==> config.mk <==
export PLATFORM = sky130hd
export DESIGN_NAME = blockade_rom_loader_flat
export DESIGN_NICKNAME = d
export VERILOG_FILES = /design/src/rtl/blockade_rom_loader_if.sv /design/src/rtl/blockade_rom_loader.sv /design/src/flat_wrapper.sv
export SDC_FILE = /design/constraint.sdc
export NUM_CORES = 1
export LEC_CHECK = 0
export ABC_CLOCK_PERIOD_IN_PS = 3100
export CORE_AREA = 2 2 71 73
export DETAILED_ROUTE_END_ITERATION = 12
export DIE_AREA = 0 0 73 75
export PLACE_DENSITY = 0.78
export SYNTH_ARGS = -nofsm -noshare
export SYNTH_HDL_FRONTEND = slang
export SYNTH_SLANG_ARGS = --single-unit
==> constraint.sdc <==
create_clock -name clk_sys -period 3.1 [get_ports clk_sys]
set_input_delay 0.93 -clock clk_sys [delete_from_list [all_inputs] [get_ports clk_sys]]
set_output_delay 0.93 -clock clk_sys [all_outputs]
set_load 0.005 [all_outputs]
==> src/rtl/blockade_rom_loader_if.sv <==
// blockade_rom_loader_if: ioctl download port and ROM write port between the
// host-side ioctl block, the ROM loader and the blockade core.
// The master modport belongs to the host/test side and the slave modport belongs to the loader.
interface blockade_rom_loader_if #(
    parameter int ADDR_W = 14
);
    logic              ioctl_download;
    logic [7:0]        ioctl_index;
    logic              ioctl_wr;
    logic [24:0]       ioctl_addr;
    logic [7:0]        ioctl_dout;
    logic              ioctl_wait;
    logic [ADDR_W-1:0] dn_addr;
    logic [7:0]        dn_data;
    logic              dn_wr;
    logic              game_reset;
    logic              load_err;
    logic [15:0]       checksum;

    modport master (
        output ioctl_download, ioctl_index, ioctl_wr, ioctl_addr, ioctl_dout,
        input  ioctl_wait, dn_addr, dn_data, dn_wr, game_reset, load_err, checksum
    );

    modport slave (
        input  ioctl_download, ioctl_index, ioctl_wr, ioctl_addr, ioctl_dout,
        output ioctl_wait, dn_addr, dn_data, dn_wr, game_reset, load_err, checksum
    );
endinterface

==> src/rtl/blockade_rom_loader.sv <==
// blockade_rom_loader: turns the ioctl byte stream into paced dn_addr/dn_data/dn_wr
// writes. It keeps the core in reset while a download is pending, while it is active,
// and for POST_RST cycles after it ends.
// Optional feature: define BLOCKADE_LOADER_CHECKSUM_EN to build a 16-bit wrapping sum
// of the accepted bytes. Without that macro, checksum is a constant zero.
module blockade_rom_loader #(
    parameter int         ADDR_W    = 14,
    parameter int         WR_CYCLES = 2,
    parameter int         POST_RST  = 16,
    parameter logic [7:0] ROM_INDEX = 8'd0
) (
    input  logic                  clk_sys,
    input  logic                  reset_n,
    blockade_rom_loader_if.slave  bus
);
    typedef enum logic [2:0] {
        S_IDLE,
        S_LOAD,
        S_WRITE,
        S_SETTLE,
        S_RUN
    } state_t;

    // One down-counter serves both the write hold and the settle window.
    localparam logic [7:0] WR_LOAD  = 8'(WR_CYCLES - 1);
    localparam logic [7:0] RST_LOAD = 8'(POST_RST - 1);

    state_t            state;
    logic [7:0]        cnt;
    logic              game_reset_q;
    logic              wait_q;
    logic              dn_wr_q;
    logic [ADDR_W-1:0] dn_addr_q;
    logic [7:0]        dn_data_q;
    logic              load_err_q;

    logic match;
    logic in_range;
    logic accept;
    logic load_entry;

    assign match      = bus.ioctl_download && (bus.ioctl_index == ROM_INDEX);
    assign in_range   = (bus.ioctl_addr >> ADDR_W) == '0;
    assign accept     = (state == S_LOAD) && bus.ioctl_wr && in_range;
    // A fresh download starts here. LOAD and WRITE are already inside a download.
    assign load_entry = match && (state == S_IDLE || state == S_SETTLE || state == S_RUN);

    // Main sequencer: download tracking, write pacing, settle window and the error flag.
    always_ff @(posedge clk_sys or negedge reset_n) begin
        if (!reset_n) begin
            state        <= S_IDLE;
            cnt          <= '0;
            game_reset_q <= 1'b1;
            wait_q       <= 1'b0;
            dn_wr_q      <= 1'b0;
            dn_addr_q    <= '0;
            dn_data_q    <= '0;
            load_err_q   <= 1'b0;
        end else begin
            case (state)
                S_IDLE: begin
                    if (match) state <= S_LOAD;
                end
                S_LOAD: begin
                    if (accept) begin
                        dn_addr_q <= bus.ioctl_addr[ADDR_W-1:0];
                        dn_data_q <= bus.ioctl_dout;
                        dn_wr_q   <= 1'b1;
                        wait_q    <= 1'b1;
                        cnt       <= WR_LOAD;
                        state     <= S_WRITE;
                    end else if (bus.ioctl_wr) begin
                        // The address is outside the ROM, so the byte is dropped.
                        load_err_q <= 1'b1;
                    end else if (!bus.ioctl_download) begin
                        cnt   <= RST_LOAD;
                        state <= S_SETTLE;
                    end
                end
                S_WRITE: begin
                    // The host ignored ioctl_wait. The byte is lost, so flag it.
                    if (bus.ioctl_wr) load_err_q <= 1'b1;
                    if (cnt == 8'd0) begin
                        dn_wr_q <= 1'b0;
                        wait_q  <= 1'b0;
                        if (!bus.ioctl_download) begin
                            cnt   <= RST_LOAD;
                            state <= S_SETTLE;
                        end else begin
                            state <= S_LOAD;
                        end
                    end else begin
                        cnt <= cnt - 8'd1;
                    end
                end
                S_SETTLE: begin
                    if (match) begin
                        state <= S_LOAD;
                    end else if (cnt == 8'd0) begin
                        game_reset_q <= 1'b0;
                        state        <= S_RUN;
                    end else begin
                        cnt <= cnt - 8'd1;
                    end
                end
                S_RUN: begin
                    if (match) begin
                        game_reset_q <= 1'b1;
                        state        <= S_LOAD;
                    end
                end
                default: state <= S_IDLE;
            endcase
            // The error flag belongs to a single download. It can only be set in LOAD
            // and WRITE, so clearing it here never collides with a set.
            if (load_entry) load_err_q <= 1'b0;
        end
    end

`ifdef BLOCKADE_LOADER_CHECKSUM_EN
    logic [15:0] sum_q;

    // Add each accepted byte in the cycle its dn_wr pulse starts. The sum restarts with each download.
    always_ff @(posedge clk_sys or negedge reset_n) begin
        if (!reset_n)        sum_q <= '0;
        else if (load_entry) sum_q <= '0;
        else if (accept)     sum_q <= sum_q + {8'h00, bus.ioctl_dout};
    end

    assign bus.checksum = sum_q;
`else
    assign bus.checksum = 16'h0000;
`endif

    assign bus.ioctl_wait = wait_q;
    assign bus.dn_addr    = dn_addr_q;
    assign bus.dn_data    = dn_data_q;
    assign bus.dn_wr      = dn_wr_q;
    assign bus.game_reset = game_reset_q;
    assign bus.load_err   = load_err_q;
endmodule

==> src/flat_wrapper.sv <==
// flat-port wrapper written by rule: the top's interface ports become plain ports
module blockade_rom_loader_flat 
#(
    parameter int         ADDR_W    = 14,
    parameter int         WR_CYCLES = 2,
    parameter int         POST_RST  = 16,
    parameter logic [7:0] ROM_INDEX = 8'd0
)
  (clk_sys, reset_n, bus_ioctl_download, bus_ioctl_index, bus_ioctl_wr, bus_ioctl_addr, bus_ioctl_dout, bus_ioctl_wait, bus_dn_addr, bus_dn_data, bus_dn_wr, bus_game_reset, bus_load_err, bus_checksum);
  blockade_rom_loader_if #(.ADDR_W(ADDR_W)) bus_i ();
  input  logic clk_sys;
  input  logic reset_n;
  input wire logic [$bits(bus_i.ioctl_download)-1:0] bus_ioctl_download;
  input wire logic [$bits(bus_i.ioctl_index)-1:0] bus_ioctl_index;
  input wire logic [$bits(bus_i.ioctl_wr)-1:0] bus_ioctl_wr;
  input wire logic [$bits(bus_i.ioctl_addr)-1:0] bus_ioctl_addr;
  input wire logic [$bits(bus_i.ioctl_dout)-1:0] bus_ioctl_dout;
  output wire logic [$bits(bus_i.ioctl_wait)-1:0] bus_ioctl_wait;
  output wire logic [$bits(bus_i.dn_addr)-1:0] bus_dn_addr;
  output wire logic [$bits(bus_i.dn_data)-1:0] bus_dn_data;
  output wire logic [$bits(bus_i.dn_wr)-1:0] bus_dn_wr;
  output wire logic [$bits(bus_i.game_reset)-1:0] bus_game_reset;
  output wire logic [$bits(bus_i.load_err)-1:0] bus_load_err;
  output wire logic [$bits(bus_i.checksum)-1:0] bus_checksum;
  assign bus_i.ioctl_download = bus_ioctl_download;
  assign bus_i.ioctl_index = bus_ioctl_index;
  assign bus_i.ioctl_wr = bus_ioctl_wr;
  assign bus_i.ioctl_addr = bus_ioctl_addr;
  assign bus_i.ioctl_dout = bus_ioctl_dout;
  assign bus_ioctl_wait = bus_i.ioctl_wait;
  assign bus_dn_addr = bus_i.dn_addr;
  assign bus_dn_data = bus_i.dn_data;
  assign bus_dn_wr = bus_i.dn_wr;
  assign bus_game_reset = bus_i.game_reset;
  assign bus_load_err = bus_i.load_err;
  assign bus_checksum = bus_i.checksum;
  blockade_rom_loader #(.ADDR_W(ADDR_W), .WR_CYCLES(WR_CYCLES), .POST_RST(POST_RST), .ROM_INDEX(ROM_INDEX)) u_core (.clk_sys(clk_sys), .reset_n(reset_n), .bus(bus_i));
endmodule
### Word level (Yosys, flattened, before mapping)

Cells that the tools add are included.

* $add $sub $neg: 1
* eq/ne operators: 15
* mux-type cells: 26
* reduce and logical (&&, ||, !) cells: 21

Operator list (count)
* 8-bit 2-to-1 mux: 6
* 25-bit zero test: 1
* 8-bit one-hot mux with 3 select lines: 1
* 3-bit 2-to-1 mux: 7
* 8-bit zero test: 2
* 3-bit one-hot mux with 4 select lines: 1
* 3-bit by 2-bit != test with 1-bit output, second input constant: 3
* 2-bit by 1-bit != test with 1-bit output, second input constant: 4
* 4-bit AND reduction: 2
* 8-bit by 1-bit subtractor with 8-bit output, second input constant: 1
* 1-bit 2-to-1 mux: 7
* 3-bit by 2-bit equality test with 1-bit output, second input constant: 2
* 2-bit != test, second input constant: 3
* 1-bit one-hot mux with 2 select lines: 3
* 3-bit nonzero test: 2
* 5-bit AND reduction: 1
* 1-bit logical AND: 4
* 2-bit AND reduction: 2
* 2-bit nonzero test: 2
* 3-bit by 1-bit equality test with 1-bit output, second input constant: 1
* 3-bit equality test, second input constant: 1
* 3-bit zero test: 1
* 3-bit != test, second input constant: 1
* 3-bit AND reduction: 1
* 3 further kinds: 4

* flip-flop bits (word level): 36
* output and inout bits: 42
* word-level logic and storage cells: 70

### Longest topological paths before layout

* depth in word-level cells: 6
* mapped depth: 7
* mapped depth without buffers: 7

### Worst setup path after synthesis

Ideal clock, no wire load.

* kind: input port to flip-flop
* start: input port bus_ioctl_addr[16]
* end: register u_core.cnt[2]
* arrival: 2525 ps
* path slack: 481 ps
* stages: 5
* path buffers: 0
* cell sequence: or4_4 -> nor4_4 -> a311oi_2 -> or3_4 -> a221oi_2

* word-level cells in the longest chain between the ends: 4

RTL lines
* start: declaration: RTL line flat_wrapper.sv:16 `input wire logic [$bits(bus_i.ioctl_addr)-1:0] bus_ioctl_addr;`
* 25-bit zero test *: RTL line blockade_rom_loader.sv:43 `assign in_range = (bus.ioctl_addr >> ADDR_W) == '0;`
* 1-bit logical AND *: RTL line blockade_rom_loader.sv:44 `assign accept = (state == S_LOAD) && bus.ioctl_wr && in_range;`
* 3-bit by 2-bit != test with 1-bit output (no line) or 8-bit 2-to-1 mux (tied branches)
* 4-bit AND reduction (no line) or 8-bit one-hot mux with 3 select lines (tied branches)
* end signal: assignment: RTL line blockade_rom_loader.sv:93 `cnt <= cnt - 8'd1;`
* end signal: assignment: RTL line blockade_rom_loader.sv:103 `cnt <= cnt - 8'd1;`
* end: declaration: RTL line blockade_rom_loader.sv:29 `logic [7:0] cnt;`

Every way passes the cells marked *; elsewhere a longest branch is shown, timed or not.
A chain may end at the register's enable or synchronous reset.

### Worst setup path after layout

Ends and elaborated chain as after synthesis.

==> summary.txt <==
Finish
  • Post-route cell area: 2700 sq um
  • Final #Nets: 286
  • Area Overhead vs Synth: 45.2%
  • Fin util: 0.579
  • Share of layout cells above drive strength 1: 0.195
  • Number of antenna diodes: 0
  • Layout fillers: 399

Power and ir drop
  • Cell Int Power: 1.03 mW
  • Lkg Pwr: 1.26 nW
  • Combinational power share: 0.264
  • P per Cell Area: 535 nW/um^2
  • Clock power frac: 0.311
  • Net switching power: 0.409 mW
  • Switching Fraction: 0.283
  • Max IR drop VDD: 0.304 mV
  • Flop pwr share: 0.426

Global routing
  • Largest net degree at the start of global routing: 37
  • Overflow after GRT: 0
  • GRT Util Overall: 0.155
  • Vias in the first global route: 1,453
  • First-pass GRT wire length: 6.54 mm
  • Initial antenna violation count: 0

Floorplanning
  • Die height: 75 um
  • Die area: 5480 sq um
  • Starting Density: 0.399
  • Core area: 4660 sq um
  • I/O pins: 87
  • Die span in x: 73 um
  • Std cell rows: 25

STA
  • Layout Skew: 4.01 ps
  • Highest clock rate: 0.357 GHz
  • Period utilization: 0.903
  • Period minus WS final: 2800 ps
  • RSZ-0062 raised after global routing: false
  • Setup TNS: 0 ps
  • Hold Violations, Final: 0
  • Max-slew violations: 0
  • Finish-stage setup viols: 0

Logic synthesis
  • Largest family of logic cells by synthesized area: simple AND/OR/NAND/NOR gates
  • Mux cell area share after synthesis: 0.133
  • Xor and xnor fraction of the mapped netlist area: 0
  • Synth Register Bits: 36
  • Cells after synthesis: 165
  • Yosys Warn Count: 0
  • Sequential area share after synthesis: 0.486
  • Ys async rst share: 1.00
  • Mean Syn Cell Area: 11.3 sq um
  • Main synth FF type: dfrtp_1
  • Synth unique cells: 45
  • Synth Area in Compound Gates: 0.116
  • Post-synth EDFFs: 0
  • Post-Synth Simple-Gate Area: 0.154
  • Post-Synth Adder-Cell Area: 0.00673
  • Area of the mapped netlist: 1860 sq um

Route
  • Post-route ant nets: 0
  • Drt drc: 0
  • WL per Instance: 13.1 um
  • Total Wirelength: 3.86 mm
  • DR iter-0 viols: 74
  • Routed vias: 1,464
  • DR vias/cell: 4.96
  • Drt pass-1 iters: 4

Place
  • Routability-driven placement congestion ratio: 0.802
  • DP Area: 2570 sq um
  • Dpl hpwl: 2.92 mm
  • Buffers added on ports: 70

Critical path
  • Critical path arrival: 2990 ps
  • Crit path launch: bus_ioctl_addr[16]
  • Setup CP Type: in2reg
  • CP required: 3290 ps
  • Crit-path max FO: 3
  • RR Startpoint: u_core.cnt[0]
  • CP cell instances: clkdlybuf4s50_1, or4_4, nor4_4, a311oi_2, or3_4, a221oi_2
  • Worst path max stage delay: 550 ps
  • Startpoint types: input pin
  • Slack of the worst reg-to-reg path: 720 ps
  • CP max-delay cell: or4_4
  • Critical Path End Type: flop

Clock network
  • Post-CTS sizing: 0
  • Postcts setup bufs: 0
  • H-tree depth: 2
  • CTS sink cnt: 36
  • Clock slew at the register clock pins of the worst setup and hold paths: 70 ps
  • Hold-fix buffers, CTS: 0
  • CTS buffer count: 5
  • Clk buf depth: 2
  • Root Buffer Master: clkbuf_8
  • CTS tree: yes
  • Worst-skew pair later-pin latency: 280 ps

Run status
  • Status: completed

Min path
  • HP Class: reg2reg
  • Hold_sp: u_core.bus.game_reset

Job
  • Max Cap Violations: 0
-- flip-flops by register name (all words and copies together), names as in the netlist --
name                   flops
u_core.state               3
u_core.bus.load_err        1
u_core.cnt                 8
u_core.bus.dn_addr        14
u_core.bus.dn_data         8
u_core.bus.ioctl_wait      1
u_core.bus.game_reset      1
-- logic make-up (layout without fill, tap and decap cells) --
logic type      after synthesis  in the layout
flops                        36             36
compound gates               28             28
fa+ha+maj                     1              1
mux                          22             22
other cells                   1             16
simple gates                 47             47
buf+inv                      30             91
-- routing by layer --
metal / share of wire / GRT usage / wire [um]
met4: 0.0021 / 0.0432 / 8
met1: 0.42 / 0.189 / 1630
met5: 0 / 0 / 0
met3: 0.10 / 0.0616 / 401
met2: 0.47 / 0.256 / 1820
-- power groups by stage --
stage	sequential [mW]	combinational, mW	clock (mW)
after floorplan	0.591	0.286	0
after global routing	0.629	0.437	0.487
after global placement	0.616	0.376	0
after detailed placement	0.620	0.381	0
final	0.614	0.380	0.448
after CTS	0.613	0.384	0.467
-- through the flow --
stage / worst slack (ps) / power, mW / std cells / hold WS, ps
floorplan: 481 / 0.877 / 180 / 454
finish: 300 / 1.44 / 295 / 472
CTS: 306 / 1.46 / 295 / 475
detailed placement: 10.5 / 1.00 / 287 / 467
global placement: 34.1 / 0.992 / 287 / 456
global route: 220 / 1.55 / 295 / 484
-- layout make-up --
type	instances	area [sq um]	share of cell area
clock buffers	7	96.3	0.0357
flip-flops and latches	36	902	0.334
inverters	8	30.0	0.0111
repair buffers	75	751	0.278
multi-input cells	114	821	0.304
well taps	54	67.6	0.0250
clock inverters	1	30.0	0.0111
-- Yosys cell counts, types with 2 or more instances --
| library cell | count | area [sq um] |
|---|---|---|
| dfrtp_1 | 35 | 876 |
| nand2_1 | 8 | 30.0 |
| inv_1 | 8 | 30.0 |
| nor2_1 | 12 | 45.0 |
| mux2_2 | 22 | 248 |
| o22a_1 | 2 | 17.5 |
| nor3_1 | 6 | 30.0 |
| nand3b_1 | 2 | 15.0 |
| buf_2 | 2 | 10.0 |
| a21oi_1 | 6 | 30.0 |
| buf_4 | 18 | 135 |
| a211o_1 | 2 | 17.5 |
| o22ai_1 | 3 | 18.8 |
| or2b_2 | 2 | 17.5 |
| nand2b_1 | 3 | 18.8 |
| o21ai_0 | 4 | 20.0 |
| a221oi_2 | 2 | 30.0 |
-- worst max-delay path, delay by kind of cell --
kind / cells / cell delay [ps]
buf+inv: 1 / 400
compound gates: 2 / 360
simple gates: 3 / 1310
-- final timing paths --
path                                          to  cells past startpoint
hold / removal             u_core.bus.game_reset                      2
max in group asynchronous  u_core.bus.game_reset                      2
setup / recovery                   u_core.cnt[2]                      6
setup reg to reg                   u_core.cnt[3]                      8
min in group asynchronous  u_core.bus.dn_addr[0]                      2
hold reg to reg            u_core.bus.game_reset                      2
-- cell usage in the layout (no fill, tap or decap), drive strengths merged, types with 2 or more instances in the layout --
cell / n
clkdlybuf4s50: 70
dfrtp: 35
mux2: 22
conb: 16
nor2: 12
inv: 8
nand2: 8
clkbuf: 7
nor3: 6
a21oi: 6
buf: 5
o21ai: 4
nand2b: 3
o22ai: 3
or3: 3
or2b: 2
a211o: 2
o22a: 2
nand3b: 2
a221oi: 2
or4: 2
o31a: 2
Power figures use the tool's default switching activity.
